**config.mk**
```make
export PLATFORM = sky130hd
export DESIGN_NAME = fifo_nibble_drain
export DESIGN_NICKNAME = d
export VERILOG_FILES = /design/src/rtl/fifo_pkg.sv /design/src/rtl/drain_timeout_ctr.sv /design/src/rtl/fifo_nibble_drain.sv
export SDC_FILE = /design/constraint.sdc
export NUM_CORES = 1
export LEC_CHECK = 0
export ABC_AREA = 1
export BUFFER_PORTS_ARGS = -buffer_cell sky130_fd_sc_hd__buf_2
export CORE_ASPECT_RATIO = 0.8
export CORE_MARGIN = 4
export CORE_UTILIZATION = 50
export CTS_CLUSTER_SIZE = 8
export DETAILED_ROUTE_END_ITERATION = 7
export GPL_TIMING_DRIVEN = 0
export HOLD_SLACK_MARGIN = 0.08
export MAX_ROUTING_LAYER = met4
export PLACE_DENSITY = 0.78
export SLEW_MARGIN = 20
export SYNTH_ARGS = -nofsm -noshare
export SYNTH_HDL_FRONTEND = slang
export SYNTH_SLANG_ARGS = --single-unit
export TNS_END_PERCENT = 100
```
**constraint.sdc**
```tcl
create_clock -name clk -period 3.5 [get_ports clk]
set_input_delay 0 -clock clk [delete_from_list [all_inputs] [get_ports clk]]
set_output_delay 0 -clock clk [all_outputs]
set_load 0.005 [all_outputs]
```
**src/rtl/fifo_pkg.sv**
```systemverilog
// Shared definitions for the read-side FIFO nibble drain.
package fifo_pkg;

    localparam int unsigned D_WIDTH_DEF       = 4;
    localparam int unsigned A_WIDTH_DEF       = 4;
    localparam int unsigned FLUSH_TIMEOUT_DEF = 16;

    // LO: no nibble held; HI: low nibble held; HOLD: byte presented downstream
    typedef enum logic [1:0] {
        ST_LO   = 2'd0,
        ST_HI   = 2'd1,
        ST_HOLD = 2'd2
    } drain_state_t;

endpackage

```
**src/rtl/drain_timeout_ctr.sv**
```systemverilog
// Idle-cycle counter for the drain; flags the cycle on which the flush timeout expires.
module drain_timeout_ctr #(
    parameter int unsigned LIMIT = 16,
    parameter int unsigned W     = (LIMIT > 0) ? $clog2(LIMIT + 1) : 1
) (
    input  logic clk,
    input  logic rst,
    input  logic clear,
    input  logic inc,
    output logic terminal
);

    localparam logic [W-1:0] TERM_VAL = W'((LIMIT == 0) ? 0 : LIMIT - 1);
    localparam logic [W-1:0] SAT_VAL  = W'(LIMIT);

    logic [W-1:0] count;

    // Clear wins over increment; the count saturates at LIMIT so it never wraps
    always_ff @(posedge clk or posedge rst) begin
        if (rst) begin
            count <= '0;
        end else if (clear) begin
            count <= '0;
        end else if (inc && (count < SAT_VAL)) begin
            count <= count + W'(1);
        end
    end

    // Terminal count: the current cycle is the LIMIT-th consecutive idle cycle
    always_comb begin
        terminal = (LIMIT != 0) && (count == TERM_VAL);
    end

endmodule

```
**src/rtl/fifo_nibble_drain.sv**
```systemverilog
// Read-side FIFO consumer: packs nibble pairs into bytes, flushing a lone
// low nibble as a partial byte after an idle timeout.
module fifo_nibble_drain
    import fifo_pkg::*;
#(
    parameter int unsigned D_WIDTH       = D_WIDTH_DEF,
    parameter int unsigned FLUSH_TIMEOUT = FLUSH_TIMEOUT_DEF,
    parameter int unsigned CNT_WIDTH     = 8
) (
    input  logic                   clk,
    input  logic                   rst,
    input  logic                   fifo_empty,
    input  logic [D_WIDTH-1:0]     fifo_rdata,
    output logic                   fifo_rinc,
    output logic [2*D_WIDTH-1:0]   out_data,
    output logic                   out_valid,
    input  logic                   out_ready,
    output logic                   out_partial,
    output logic [CNT_WIDTH-1:0]   byte_count
);

    drain_state_t       state;
    drain_state_t       state_nx;
    logic [D_WIDTH-1:0] lo_reg;

    logic rinc_raw;
    logic take_lo;
    logic emit_full;
    logic emit_flush;
    logic accept;
    logic ctr_clear;
    logic ctr_inc;
    logic ctr_terminal;

    drain_timeout_ctr #(
        .LIMIT (FLUSH_TIMEOUT)
    ) u_timeout (
        .clk      (clk),
        .rst      (rst),
        .clear    (ctr_clear),
        .inc      (ctr_inc),
        .terminal (ctr_terminal)
    );

    // State register
    always_ff @(posedge clk or posedge rst) begin
        if (rst) begin
            state <= ST_LO;
        end else begin
            state <= state_nx;
        end
    end

    // Next-state and pop/emit decisions
    always_comb begin
        state_nx   = state;
        rinc_raw   = 1'b0;
        take_lo    = 1'b0;
        emit_full  = 1'b0;
        emit_flush = 1'b0;
        accept     = 1'b0;
        ctr_clear  = 1'b0;
        ctr_inc    = 1'b0;
        unique case (state)
            ST_LO: begin
                if (!fifo_empty) begin
                    rinc_raw  = 1'b1;
                    take_lo   = 1'b1;
                    ctr_clear = 1'b1;
                    state_nx  = ST_HI;
                end
            end
            ST_HI: begin
                // An arriving high nibble beats a flush due on the same cycle
                if (!fifo_empty) begin
                    rinc_raw  = 1'b1;
                    emit_full = 1'b1;
                    ctr_clear = 1'b1;
                    state_nx  = ST_HOLD;
                end else begin
                    ctr_inc = 1'b1;
                    if (ctr_terminal) begin
                        emit_flush = 1'b1;
                        state_nx   = ST_HOLD;
                    end
                end
            end
            ST_HOLD: begin
                if (out_ready) begin
                    accept = 1'b1;
                    if (!fifo_empty) begin
                        rinc_raw  = 1'b1;
                        take_lo   = 1'b1;
                        ctr_clear = 1'b1;
                        state_nx  = ST_HI;
                    end else begin
                        state_nx  = ST_LO;
                    end
                end
            end
            default: begin
                state_nx = ST_LO;
            end
        endcase
    end

    // Pop strobe is suppressed while reset is asserted
    always_comb begin
        fifo_rinc = rinc_raw & ~rst;
    end

    // Held nibble and presented byte registers
    always_ff @(posedge clk or posedge rst) begin
        if (rst) begin
            lo_reg      <= '0;
            out_data    <= '0;
            out_partial <= 1'b0;
            out_valid   <= 1'b0;
        end else begin
            if (take_lo) begin
                lo_reg <= fifo_rdata;
            end
            if (emit_full) begin
                out_data    <= {fifo_rdata, lo_reg};
                out_partial <= 1'b0;
                out_valid   <= 1'b1;
            end else if (emit_flush) begin
                out_data    <= {D_WIDTH'(0), lo_reg};
                out_partial <= 1'b1;
                out_valid   <= 1'b1;
            end else if (accept) begin
                out_valid   <= 1'b0;
            end
        end
    end

    // Accepted-byte counter, wrapping silently
    always_ff @(posedge clk or posedge rst) begin
        if (rst) begin
            byte_count <= '0;
        end else if (accept) begin
            byte_count <= byte_count + CNT_WIDTH'(1);
        end
    end

endmodule

```
==> Word-level counts from Yosys, hierarchy flattened <==
Cells that the tools add are included.
{ "word_totals": {"reg_bits": 29, "in_bits": 8, "out_inout_bits": 19, "word_cells": 52} }
{ "classes": {"addsub": 2, "order_cmp": 1, "eq_ne": 6, "n_mux": 27, "bitwise_logic": 2, "n_reduce_logical": 7} }
{ "op_table": {"columns": ["operator", "n"], "rows": [
  ["2-to-1 mux 1 bit", 16],
  ["2-to-1 mux 8 bit", 2],
  ["2-to-1 mux 5 bit", 2],
  ["adder 8 x 1 -> 8 bit (second input constant)", 1],
  ["2-to-1 mux 2 bit", 4],
  ["one-hot mux 2 bit (3 select lines)", 1],
  ["adder 5 x 1 -> 5 bit (second input constant)", 1],
  ["equality test 5 x 4 -> 1 bit (second input constant)", 1],
  ["less-than comparator 5 bit (second input constant)", 1],
  ["inequality test 2 bit (second input constant)", 2],
  ["one-hot mux 1 bit (2 select lines)", 2],
  ["nonzero test 2 bit", 2],
  ["inequality test 3 bit (second input constant)", 1],
  ["AND reduction 3 bit", 1],
  ["nonzero test 3 bit", 1],
  ["equality test 2 x 1 -> 1 bit (second input constant)", 1],
  ["equality test 2 bit (second input constant)", 1],
  ["zero test 2 bit", 1],
  ["OR reduction 2 bit", 1],
  ["bitwise AND 1 bit", 1],
  ["logical AND 1 bit", 1],
  ["inverter 1 bit", 1]
]} }

==> Logic depth before layout (Yosys ltp) <==
{ "logic_depth": {"word_depth": 6, "depth_mapped": 8, "depth_no_buf": 8} }

==> Modules after synthesis <==
From an unflattened synthesis, not the netlist that was laid out.
{ "unflattened": {"cells_unflattened": 150, "hier_area_um2": 1311.3} }
{ "by_module_without_submodules": {"columns": ["mod", "instances", "cells_per_inst", "area_per_inst_um2", "seq_area_each_um2"], "rows": [
  ["fifo_nibble_drain", 1, 115, 1049.8, 600.6],
  ["drain_timeout_ctr", 1, 35, 261.5, 125.1]
]} }

==> Worst setup path before layout <==
No wires, ideal clock.
{ "synth_path": {"path_kind": "register to register", "startpoint": "register u_timeout.count[0]", "endpoint": "register state[1]", "setup_time_ps": 124, "t_arrival_ps": 1350, "t_required_ps": 3376, "setup_slack_ps": 2025, "stages_incl_launch_ff": 7, "path_buffers": 1, "period_less_slack_ps": 1475, "cell_sequence": "dfrtp_1 ha_1 and3_1 ha_1 o21ai_2 buf_6 o31ai_1"} }
{ "synth_via": {"elab_chain_cells": 3} }
{ "synth_rtl": {"columns": ["item", "line_no", "rtl"], "rows": [
  ["from (decl)", "drain_timeout_ctr.sv:16", "logic [W-1:0] count;"],
  ["from (signal assigned)", "drain_timeout_ctr.sv:25", "count <= count + W'(1);"],
  ["equality test 5 x 4 -> 1 bit", "drain_timeout_ctr.sv:31", "terminal = (LIMIT != 0) && (count == TERM_VAL);"],
  ["inequality test 3 bit (no line)", null, null],
  ["AND reduction 3 bit (no line)", null, null],
  ["to (signal assigned)", "fifo_nibble_drain.sv:50", "state <= state_nx;"],
  ["to (decl)", "fifo_nibble_drain.sv:22", "drain_state_t state;"]
]} }
Every way passes these cells.
A chain may end at the register's enable or synchronous reset.

==> Worst setup path after layout <==
Ends and elaborated chain as after synthesis.

==> impl_metrics.env <==
export IMPL_diodes=0
export IMPL_synth_commonest_cells="nand2_1, dfrtp_1, nand3_1"
export IMPL_dp_hpwl_um=2040
export IMPL_r2r_slack_ns=1.88
export IMPL_syn_num_nets=171
export IMPL_antenna_found_initial=0
export IMPL_stdcell_area_sq_um=1690
export IMPL_clk_latency_ns=0.33
export IMPL_htreeDepth=2
export IMPL_netlist_area_sq_um=1390
export IMPL_synth_flop_cell="dfrtp_1"
export IMPL_crit_chain="ha_1 > and3_1 > ha_1 > o21ai_2 > buf_6 > o31ai_1"
export IMPL_path_clk_slew_ns=0.10
export IMPL_gp_congestion=0.762
export IMPL_fp_dieArea_sq_um=3680
export IMPL_end_kind="flop"
export IMPL_tritoncts="yes"
export IMPL_io_buffers=26
export IMPL_peakVddDrop_v=0.000344
export IMPL_slew_headroom_pct=60.8
export IMPL_grt_max_degree=30
export IMPL_fin_tns_setup_ns=0
export IMPL_rr_endpoint="state[1]$_DFFE_PP0P_"
export IMPL_synth_top_cell_area_share_pct=52.4
export IMPL_rsz0062_at_grt="no"
export IMPL_synth_top_area_cell="dfrtp_1"
export IMPL_yosysMostFrequentCell="nand2_1"
export IMPL_finalWirelength_um=2730
export IMPL_drt_iter0_drc=42
export IMPL_synthToLayoutAreaGrowth_pct=22.1
export IMPL_yosys_top_cells_area="dfrtp_1, nand2_1, nand3_1"
export IMPL_cts_path_max_buffers=2
export IMPL_cpMostUsedCell="ha_1"
export IMPL_grt_pass1_vias=1103
export IMPL_slowest_delay_ns=0.43
export IMPL_ys_seq_area_share_pct=52.4
export IMPL_first_pass_iters=4
export IMPL_drv_cap=0
export IMPL_cts_root_buf="clkbuf_4"
export IMPL_placedCellCount=222
export IMPL_worst_pin_slew_ns=0.587
export IMPL_ys_types=24
export IMPL_fin_crit_sh_pct=46.2
export IMPL_num_rows=16
export IMPL_layout_drive_gt1_share_pct=25.7
export IMPL_crit_path_max_fanout=10
export IMPL_post_cts_resized=0
export IMPL_drcViolationCount=0
export IMPL_postCtsHoldBufs=8
export IMPL_finalWorstSetupSlack_ns=1.88
export IMPL_finalHoldViolCount=0
export IMPL_p_leak_uw=0.000956
export IMPL_critPathKind="flop to flop"
export IMPL_fin_nets=212
export IMPL_postRouteAntennaNets=0
export IMPL_hp_class="primary input to async pin"
export IMPL_grt_overflow=0
export IMPL_r2r_cells=6
export IMPL_min_period_ns=1.62
export IMPL_grt_usage_pct=18.5
export IMPL_die_h_um=55.1
export IMPL_vias=1141
export IMPL_syn_area_per_cell_sq_um=8.66
export IMPL_rr_startpoint="u_timeout.count[0]$_DFFE_PP0P_"
export IMPL_core_sq_um=2540
export IMPL_cp_data_arrival_time_ns=1.83
export IMPL_viasPerCell=4.79
export IMPL_ys_warnings_count=0
export IMPL_power_density_nw_per_um2=647
export IMPL_io_pins=27
export IMPL_die_x_um=66.8
export IMPL_ys_async_sr_fraction_pct=100
export IMPL_start_kind="flop"
export IMPL_reg_largest_list="byte_count (8), out_data (8), u_timeout.count (5)"
export IMPL_crit_slowest_cell="dfrtp_1"
export IMPL_synth_edf_count=0
export IMPL_setup_viol=0
export IMPL_start_util_pct=54.5
export IMPL_outcome="finished, final reports clean"
export IMPL_postCtsSetupRepairBufs=0
export IMPL_post_dp_cell_area_sq_um=1560
export IMPL_wl_per_cell_um=11.5
export IMPL_finalMaxSlewViolations=0
export IMPL_cts_buffers=5
export IMPL_worst_clock_skew_ns=0.0134
export IMPL_ys_ff_latch=29
export IMPL_final_cells=238
export IMPL_cts_sinks=29
export IMPL_cp_data_required_time_ns=3.71
export IMPL_preCtsSetupSlack_ns=1.92
export IMPL_netlist_instances=160
export IMPL_grt_pass1_wl_um=4750
export IMPL_fmax_mhz=618
==> placed cells by master (no fill, tap or decap), types with 2 or more instances in the layout <==
cell type / instances
o21ai_1: 3
nand2_2: 2
xnor2_1: 2
nand2_1: 64
nand3_1: 18
nor2_1: 8
clkbuf_4: 5
xor2_1: 2
nand2_4: 4
clkinv_2: 2
dlygate4sd3_1: 8
inv_2: 6
inv_1: 7
dfrtp_1: 29
ha_1: 3
buf_2: 26
==> metrics by stage <==
step | hold WS [ns] | total power, uW | util (%)
3_3_place_gp | 0.235 | 885 | 61.4
5_1_grt | 0.335 | 1190 | 66.5
2_1_floorplan | 0.0311 | 771 | -
4_1_cts | 0.447 | 1110 | 66.5
6_report | 0.279 | 1090 | 66.5
3_5_place_dp | 0.236 | 902 | 61.4
==> cell families after synthesis <==
group | count (synthesis) | synth area share (%)
simple gates | 103 | 35.1
xor+xnor | 4 | 2.53
compound gates | 5 | 2.26
flops | 29 | 52.4
fa+ha+maj | 3 | 2.71
buf+inv | 16 | 5.06
==> layer usage <==
layer / vias to the layer above / track usage [%] / share of wire (%)
met1: 527 / 20.6 / 47
met2: 20 / 31.4 / 47
met4: 0 / 4.05 / 0.70
met5: - / - / 0
li1: 590 / - / -
met3: 4 / 7.88 / 5.0
==> worst max-delay path by stage <==
stage / startpoint / end / slack [ns] / cells past startpoint
after CTS: u_timeout.count[0]$_DFFE_PP0P_ / state[1]$_DFFE_PP0P_ / 1.89 / 6
final: u_timeout.count[0]$_DFFE_PP0P_ / state[1]$_DFFE_PP0P_ / 1.88 / 6
after global routing: u_timeout.count[0]$_DFFE_PP0P_ / out_data[4]$_DFFE_PP0P_ / 1.80 / 7
after detailed placement: u_timeout.count[0]$_DFFE_PP0P_ / state[1]$_DFFE_PP0P_ / 1.92 / 6
after global placement: u_timeout.count[0]$_DFFE_PP0P_ / state[1]$_DFFE_PP0P_ / 1.94 / 6
after floorplan: u_timeout.count[0]$_DFFE_PP0P_ / state[1]$_DFFE_PP0P_ / 2.03 / 6
==> final cells by class <==
type / instances / area (sq um)
Multi-Input combinational cell: 115 / 589
Clock buffer: 6 / 41.3
Sequential cell: 29 / 726
Clock inverter: 2 / 10.0
Buffer: 1 / 11.3
Inverter: 15 / 58.8
Timing Repair Buffer: 34 / 210
Tap cell: 36 / 45.0
Fill cell: 217 / 851
==> worst max-delay path, delay by kind of cell (launching register included) <==
family	cells	cell delay, ns
AND/OR/NAND/NOR	1	0.18
flip-flops	1	0.43
buffers and inverters	1	0.17
adder cells (fa/ha/maj)	2	0.46
AO/OA/AOI/OAI	2	0.26
==> where the power goes <==
part / internal [uW] / total, uW / switching, uW
sequential: 443 / 524 / 80.9
combinational: 154 / 378 / 224
clock: 76.3 / 193 / 116
No activity file was read; power rests on OpenSTA's default activity.
